## config.mk

```make
export PLATFORM = sky130hd
export DESIGN_NAME = shift_serial_out
export DESIGN_NICKNAME = d
export VERILOG_FILES = /design/src/rtl/shift_serial_out.sv
export SDC_FILE = /design/constraint.sdc
export NUM_CORES = 1
export LEC_CHECK = 0
export CORE_AREA = 2 2 39 41
export CTS_BUF_LIST = sky130_fd_sc_hd__clkbuf_4 sky130_fd_sc_hd__clkbuf_8
export DETAILED_ROUTE_END_ITERATION = 8
export DIE_AREA = 0 0 41 43
export HOLD_SLACK_MARGIN = 0.12
export PLACE_DENSITY = 0.78
export SYNTH_ARGS = -nofsm -noshare
export SYNTH_HDL_FRONTEND = slang
export SYNTH_SLANG_ARGS = --single-unit
```

## constraint.sdc

```tcl
create_clock -name clk -period 1.8 [get_ports clk]
set_input_delay 0.36 -clock clk [delete_from_list [all_inputs] [get_ports clk]]
set_output_delay 0.36 -clock clk [all_outputs]
set_load 0.01 [all_outputs]
```

## src/rtl/shift_serial_out.sv

```systemverilog
`default_nettype none
// ============================================================================
//  Module      : shift_serial_out
//  Description : Parallel-in, serial-out transmitter. Captures a WIDTH-bit
//                word on load and presents it one bit per enabled clock on
//                serial_out, with shift_out qualifying each transmitted bit
//                for a downstream serial-in shift register.
//  Revision    : 1.0 - initial release
// ============================================================================
module shift_serial_out #(
  parameter int WIDTH     = 4,
  parameter bit LSB_FIRST = 1'b0
) (
  input  logic             clk,
  input  logic             rst,
  input  logic             load,
  input  logic [WIDTH-1:0] data_in,
  input  logic             shift,
  output logic             serial_out,
  output logic             shift_out,
  output logic             busy,
  output logic             done,
  output logic [WIDTH-1:0] Q
);

  localparam int CW = $clog2(WIDTH + 1);

  typedef enum logic [1:0] {
    S_IDLE = 2'd0,
    S_SEND = 2'd1,
    S_DONE = 2'd2
  } state_t;

  state_t           r_state;
  state_t           w_state_nxt;
  logic [WIDTH-1:0] r_q;
  logic [WIDTH-1:0] w_q_nxt;
  logic [WIDTH-1:0] w_q_shifted;
  logic [CW-1:0]    r_cnt;
  logic [CW-1:0]    w_cnt_nxt;
  logic             w_head;
  logic             w_sending;

  // Bit order selects which end of the register is on the wire and which way
  // the remaining bits move; vacated positions are zero-filled.
  generate
    if (LSB_FIRST) begin : g_lsb_first
      assign w_head      = r_q[0];
      assign w_q_shifted = {1'b0, r_q[WIDTH-1:1]};
    end else begin : g_msb_first
      assign w_head      = r_q[WIDTH-1];
      assign w_q_shifted = {r_q[WIDTH-2:0], 1'b0};
    end
  endgenerate

  // State, shift register and bit counter; reset clears a partial frame.
  always_ff @(posedge clk or posedge rst) begin
    if (rst) begin
      r_state <= S_IDLE;
      r_q     <= '0;
      r_cnt   <= '0;
    end else begin
      r_state <= w_state_nxt;
      r_q     <= w_q_nxt;
      r_cnt   <= w_cnt_nxt;
    end
  end

  // Next-state logic: load accepted only in IDLE, one bit consumed per
  // enabled edge in SEND, DONE lasts a single cycle.
  always_comb begin
    w_state_nxt = r_state;
    w_q_nxt     = r_q;
    w_cnt_nxt   = r_cnt;
    case (r_state)
      S_IDLE: begin
        if (load) begin
          w_q_nxt     = data_in;
          w_cnt_nxt   = CW'(WIDTH);
          w_state_nxt = S_SEND;
        end
      end
      S_SEND: begin
        if (shift) begin
          w_q_nxt   = w_q_shifted;
          w_cnt_nxt = r_cnt - CW'(1);
          if (r_cnt == CW'(1)) begin
            w_state_nxt = S_DONE;
          end
        end
      end
      S_DONE: begin
        w_state_nxt = S_IDLE;
      end
      default: begin
        w_state_nxt = S_IDLE;
      end
    endcase
  end

  // Outputs decode straight from state so reset forces them low at once.
  assign w_sending  = (r_state == S_SEND);
  assign busy       = w_sending;
  assign done       = (r_state == S_DONE);
  assign serial_out = w_sending & w_head;
  assign shift_out  = w_sending & shift;
  assign Q          = r_q;

endmodule
`default_nettype wire
```

==> results, run 1 <==
- The run finished with clean final reports.
- The share of the clock period used by the worst path after layout is 93.8%.
- Measured against its own limit, the worst slew margin works out to roughly three quarters.
- The number of remaining DRC errors is 0.
- The cell area after synthesis is 520 um^2.
- The number of antenna diodes is 0.
- The number of setup violations in the final report is 0.
- The critical path arrival is 1.33 ns.
- The number of nets in the layout is 84.
- On the critical path the largest part of the delay comes from buffers and inverters.
- The internal power is just over 0.8 mW.
- The total power divided by cell area is approximately 1500 nW/um^2.
- The net count after synthesis is 57.
- The total global routing track utilization is 13.5%.
- The design draws approximately 1.2 mW.
- The post-synthesis instance total is 47.
- The CTS H-tree depth is 1.
- In this run, post-CTS hold repair placed 0 buffers.
- Across the run, the number of max-cap violations was 0.
- The detailed-route via count is 407.
- Setup repair after global routing left no endpoint under its margin.
- The worst min-delay path class is input pin to async pin.
- The first routing iteration left 2 violations.
- The clock latency on the worst-skew pair is 0.25 ns.
- The number of cells on the worst reg-to-reg path is 5.
- The clock passes through at most 2 buffers.
- Once detail routing completed, the nets flagged for antenna violations numbered 0.
- The die outline height is 43 um.
- The final hold violation count is 0.
- Hold is met by 0.374 ns.
- Counting distinct cell types in the post-synthesis netlist gives 20.
- The time the worst path needs with I/O delays and setup is 1.69 ns.
- Averaged over all synthesized cells, the footprint is 11.1 um^2.
- The static leakage power is between 0.3 and 0.4 nW.
- Once layout is complete, the utilization of the core stands at 55.1%.
- The critical path in this run is classified as register to primary output.
- The number of clock buffers added by TritonCTS is 3.
- At the end of routability-driven placement, the weighted congestion stood at 0.687.
- Entering global routing, the biggest net connects 10 pins.
- The wire length of the first global-routing pass is 1610 um.
- The number of buffers and inverters on the critical path is 1.
- The library cell used most frequently in the layout, excluding fill and tap cells, is sky130_fd_sc_hd__clkdlybuf4s50_1.
- The switching share of total power is 31.9%.
- The CTS clock-pin slew for the worst setup and hold paths is 0.06 ns.
- The worst setup path is captured at a primary output.
- The number of register bits inferred by synthesis is 9.
- For this run, the detailed router's first-pass iteration total came to 4.
- The initialized floorplan defines 14 standard-cell rows.
- The number of warnings printed during yosys synthesis is 0.
- Pin placement for this block handled 16 I/O pins.
- Of all nets on the critical path, the largest fanout is 3.
- The launching element type of the critical path is a register.
- The tree built by TritonCTS fans out to 9 sinks.
- The sequential cell area in the final layout is 225 um^2.
- Summed over all nets, the half-perimeter wirelength after detailed placement is 837 um.
- The number of cells in the design after placement is between 80 and 90.
- The clock skew after layout is 0.00114 ns.
- The total detailed-routing wirelength is 1010 um.
- The part of the power in the clock network is 13.9%.
- The overall die width is 41 um.
- The via count of the first global-routing pass is around 400.
- The root buffer cell chosen for the clock tree is sky130_fd_sc_hd__clkbuf_4.
- The number of antenna violations at the first check in global routing is 0.
- The proportion of power drawn by flip-flops and latches is 29.0%.
- The area growth from synthesis to layout is 46.4%.
- Of the cells placed in the final design, the portion with a size suffix greater than 1 is 27.4%.
- At the pin with the least slew margin, the transition time is 0.352 ns.
- For this run, the slowest stage of the critical path takes approximately 0.54 ns.
- The number of slew-limit violations in the final report is 0.
- The initial core utilization is 37.6%.
- The maximum clock rate is just under 0.6 GHz.
- The number of port buffers is 15.
- Traced cell by cell, the critical path runs through nor2b_4 -> clkdlybuf4s50_1.
- TritonCTS built the clock tree.
- STA puts the critical path data required time at 1.44 ns.
- The sequential cell area fraction in the yosys report is a little over two fifths.
- The number of logic stages on the critical path including buffering is 2.
- Fill cells in the final layout number 137.
- The multi-input combinational cells in the finished layout cover a total of 254 um^2.
- The total congestion overflow after global routing is 0.
- VDD sags by at most 809 uV.
- Across all register-to-register paths, the minimum setup slack is ~0.33 ns.
- The die area is 1760 um^2.
- The area of the placeable core is 1380 um^2.
- The average vias per placed instance is between 4 and 5.
- The analysis attributes to net switching a power of 0.377 mW.
- In the final routed layout, each cell accounts on average for 11.4 um.
- The cell at the slowest stage of the critical path is sky130_fd_sc_hd__clkdlybuf4s50_1.
- Combinational logic is responsible for approximately 57% of the overall power.
- The finished layout holds 89 standard cells, fillers aside.
- In the layout the commonest cells are sky130_fd_sc_hd__clkdlybuf4s50_1, sky130_fd_sc_hd__dfrtp_1, sky130_fd_sc_hd__buf_4.
what timing repair did:
| item | in CTS | in global routing |
|---|---|---|
| buffers inserted | 2 | 0 |
| gates resized for setup | 3 | 0 |
| endpoints found under the setup margin | 3 | 0 |
sequential cells by signal (all words and copies together) (netlist names):
register	flops
r_cnt	3
r_state	2
Q	4
metrics by stage:
step                TNS (ns)  worst slack, ns  cell area, um^2
finish                     0            0.112              762
global route               0           0.0453              762
CTS                        0           0.0958              762
detailed placement   -0.0553          -0.0553              721
global placement     -0.0503          -0.0503              721
floorplan                  0            0.433              520
synth_stat cells:
master,n,area (um^2)
sky130_fd_sc_hd__and4b_1,3,30.0
sky130_fd_sc_hd__ha_1,2,25.0
sky130_fd_sc_hd__o22ai_1,1,6.26
sky130_fd_sc_hd__mux2_4,3,45.0
sky130_fd_sc_hd__nor2b_1,1,6.26
sky130_fd_sc_hd__and2_1,1,6.26
sky130_fd_sc_hd__o21ai_0,5,25.0
sky130_fd_sc_hd__dfrtp_1,9,225
sky130_fd_sc_hd__and2b_1,1,7.51
sky130_fd_sc_hd__inv_1,5,18.8
sky130_fd_sc_hd__mux2i_1,1,10.0
sky130_fd_sc_hd__nand2_1,2,7.51
sky130_fd_sc_hd__mux2_2,3,33.8
sky130_fd_sc_hd__buf_6,2,22.5
sky130_fd_sc_hd__nor2b_4,1,13.8
sky130_fd_sc_hd__nor2_1,3,11.3
sky130_fd_sc_hd__a2bb2oi_1,1,8.76
sky130_fd_sc_hd__nor3_1,1,5.00
sky130_fd_sc_hd__o21a_1,1,7.51
sky130_fd_sc_hd__a21oi_1,1,5.00
routing by layer:
layer	vias up	part of all wire (%)	track usage, %	wire length, um
met5	-	0	0	0
met4	0	0	4.00	0
met3	0	5.1	4.71	52
met2	8	52	23.1	529
met1	182	43	14.7	431
li1	217	-	-	-
power by group through the flow:
stage	registers, mW	clock network (mW)	logic, mW
2_1_floorplan	0.364	0	0.382
3_3_place_gp	0.344	0	0.637
3_5_place_dp	0.348	0	0.658
4_1_cts	0.344	0.173	0.683
5_1_grt	0.354	0.182	0.738
6_report	0.342	0.165	0.674
cell type report:
| type | instances | area share (%) |
|---|---|---|
| repair buffers | 24 | 28.1 |
| well taps | 16 | 2.63 |
| inverters | 5 | 2.46 |
| multi-input cells | 31 | 33.3 |
| flip-flops and latches | 9 | 29.6 |
| clock buffers | 4 | 3.94 |
logic make-up after synthesis:
kind of cell | after synthesis | share of synthesized area (%)
simple gates | 13 | 16.8
fa+ha+maj | 2 | 4.81
buf+inv | 7 | 7.93
compound gates | 9 | 10.1
mux | 7 | 17.1
flops | 9 | 43.3
worst paths after layout:
path	start	to
worst max register to register	r_state[1]	Q[3]
worst min register to register	r_cnt[0]	r_cnt[0]
min in group clk	r_cnt[0]	r_cnt[0]
max in group asynchronous	rst	Q[0]
worst max-delay path	r_state[1]	busy
worst min-delay path	rst	Q[3]
(Power assumes the default switching activity.)
==> inputs of run 2 (changes only) <==
CORE_AREA = unset   (was 2 2 39 41)
CORE_UTILIZATION = 36   (was unset)
DIE_AREA = unset   (was 0 0 41 43)
PLACE_DENSITY = 0.73   (was 0.78)
RECOVER_POWER = 50   (was unset)
==> run 2 against run 1 <==
  * Sequential power is 3% higher
  * Critical endpoint is now done
  * Setup slack better by 0.076 ns
  * Largest power group unchanged
  * Sequential share of layout area is 0.80 points higher
  * Clock power is 4% lower
  * Fmax is 4.7% higher
  * Global-route usage is 3.5 points higher
  * Clock skew is 0.0035 ns higher
  * Highest routed layer is now met4
  * Combinational power is 5.2% lower
  * Final area is 2.6% lower
  * Non-clock buffer count is 2 lower
  * Flip-flop and latch count stayed put
==> results, run 2 (same netlist as run 1, synthesis figures left out) <==
- The slew at the pin closest to its max-slew limit is between 0.3 and 0.4 ns.
- At the end of the flow the core is filled with cells to 56.3%.
- For this run, the top clock speed supported by timing is 0.621 GHz.
- The time the worst path needs with I/O delays and setup is 1.61 ns.
- The maximum resistive drop on vdd is between 700 and 800 uV.
- Compared with the post-synthesis result, the final layout area differs by 42.5%.
- The detailed-route via count is approximately 400.
- The detailed router's first-iteration violation count is 6.
- The clock skew after layout is 0.00467 ns.
- 16 I/O pins were placed.
- The area of the placeable core is 1320 um^2.
- The total detailed-routing wirelength is 1120 um.
- The worst hold path belongs to the class input pin to async pin.
- The flip-flop count of the largest register after layout is 4.
- The count of hold buffers inserted by post-cts repair is 0.
- The number of CTS-inserted buffers is 3.
- The worst setup path is launched from a register.
- The flow ran to the end, and the final reports show no timing, DRC or antenna violations.
- Summed over all layers, the global routing overflow is 0.
- The average vias per placed instance is 4.76.
- In the routed design, unresolved DRC markers number 0.
- The average wire per cell in the routed design is 13.0 um.
- The total non-filler cell area in the finished layout is about 740 um^2.
- The final total negative setup slack is 0 ns.
- The reg-to-reg critical path startpoint is r_state[1].
- The design draws approximately 1.2 mW.
- The number of antenna violations at the first check in global routing is 0.
- The number of antenna diodes is 0.
- At the worst endpoint, the arrival time is 1.25 ns.
- The via count of the first global-routing pass is 384.
- The worst hold margin is 0.494 ns.
- In this run the tool buffered the top-level ports with 15 buffer cells.
- The reported max-cap violation count is 0.
- Setup violations remaining at the end of the flow were counted as 0.
- The most frequent standard cell in the layout excluding fill and tap cells is sky130_fd_sc_hd__clkdlybuf4s50_1.
- Excluding fillers, the count of instances in the completed layout stands at 86.
- The most critical setup path has its startpoint at r_state[1].
- The clock latency on the worst-skew pair is 0.26 ns.
- The overall die width is 40.0 um.
- The total global routing track utilization is 17.0%.
- The cell sitting at the root of the clock tree is a sky130_fd_sc_hd__clkbuf_4.
- Entering global routing, the biggest net connects 10 pins.
- The total power divided by cell area is 1550 nW/um^2.
- In the layout the commonest cells are sky130_fd_sc_hd__clkdlybuf4s50_1, sky130_fd_sc_hd__dfrtp_1, sky130_fd_sc_hd__buf_4.
- The clock net in this run drives a total of 9 sinks.
- The standard cell area after detailed placement is 719 um^2.
- The wire-length estimate of the detail-placed layout is 857 um.
- Before antenna repair, the detailed router went through 3 iterations.
- The critical path is of the register to primary output type.
- The maximum root-to-sink buffer count is 2.
- The final hold violation count is 0.
- Measured along the y axis, the die boundary spans 40.0 um.
- The CTS clock-pin slew for the worst setup and hold paths is 0.07 ns.
- TritonCTS built the clock tree.
- STA puts the critical path data required time at 1.44 ns.
- The net count of the finished layout is 82.
- Of all nets on the critical path, the largest fanout is 8.
- Measured against its own limit, the worst slew margin works out to 76.0%.
- The number of filler cells placed in the layout is around 130.
- After detailed placement, the design holds a cell count of 82.
- For this configuration, the core starts out at a cell density of 39.5%.
- The CTS H-tree depth is 1.
- The die area is 1600 um^2.
- In the post-route analysis, the smallest setup slack over all paths is 0.188 ns.
- The final antenna-violating net count is 0.
- The number of slew-limit violations in the final report came to 0.
- The row count is 13.
- Setup repair after global routing left no endpoint under its margin.
- The ratio of cells with drive above 1 in the final layout is roughly a quarter.
- The share of the clock period used by the worst path after layout is between 80% and 90%.
- OpenSTA, run right after detailed placement, puts the worst setup slack at -0.0350 ns.
- The endpoint kind of the worst setup timing path is a primary output.
- The static leakage power is 0.388 nW.
- The first global-routing pass estimated 1670 um of wire.
- The global placement routability congestion is 0.716.
## run 2: per-layer routing
metal,global-route usage [%],part of all wire [%]
met3,3.33,2.1
met5,0,0
met4,10.3,1.4
met1,20.0,45
met2,28.2,51
## run 2: final timing paths
check,cells after the start,slack (ns),to
max reg2reg,4,0.40,Q[3]
max in group asynchronous,2,1.04,r_state[1]
min in group clk,1,0.54,Q[3]
min reg2reg,1,0.54,Q[3]
min,2,0.49,r_cnt[1]
max,3,0.19,done
## run 2: cell type report
cell class	count	area, um^2	share of cell area (%)
Inverter	5	18.8	2.53
Tap cell	15	18.8	2.53
Clock buffer	3	22.5	3.04
Sequential cell	9	225	30.4
Timing Repair Buffer	22	198	26.6
Clock inverter	1	5.00	0.675
Multi-Input combinational cell	31	254	34.2
## run 2: worst max-delay path: stages, from the launching register on
cell	delay (ns)
sky130_fd_sc_hd__dfrtp_1	0.40
sky130_fd_sc_hd__buf_4	0.17
sky130_fd_sc_hd__and2b_1	0.15
sky130_fd_sc_hd__dlygate4sd2_1	0.27
## run 2: where the power goes
group          total [mW]  switching [mW]  internal (mW)
registers           0.353          0.0663          0.287
clock network       0.159          0.0764         0.0821
logic               0.639           0.259          0.380
## run 2: repair_timing
action / 4_1_cts / 5_1_grt
resized for setup: 3 / 1
pin swaps: 0 / 0
setup buffers: 0 / 0
cloned: 0 / 0
endpoints found under the setup margin: 3 / 1
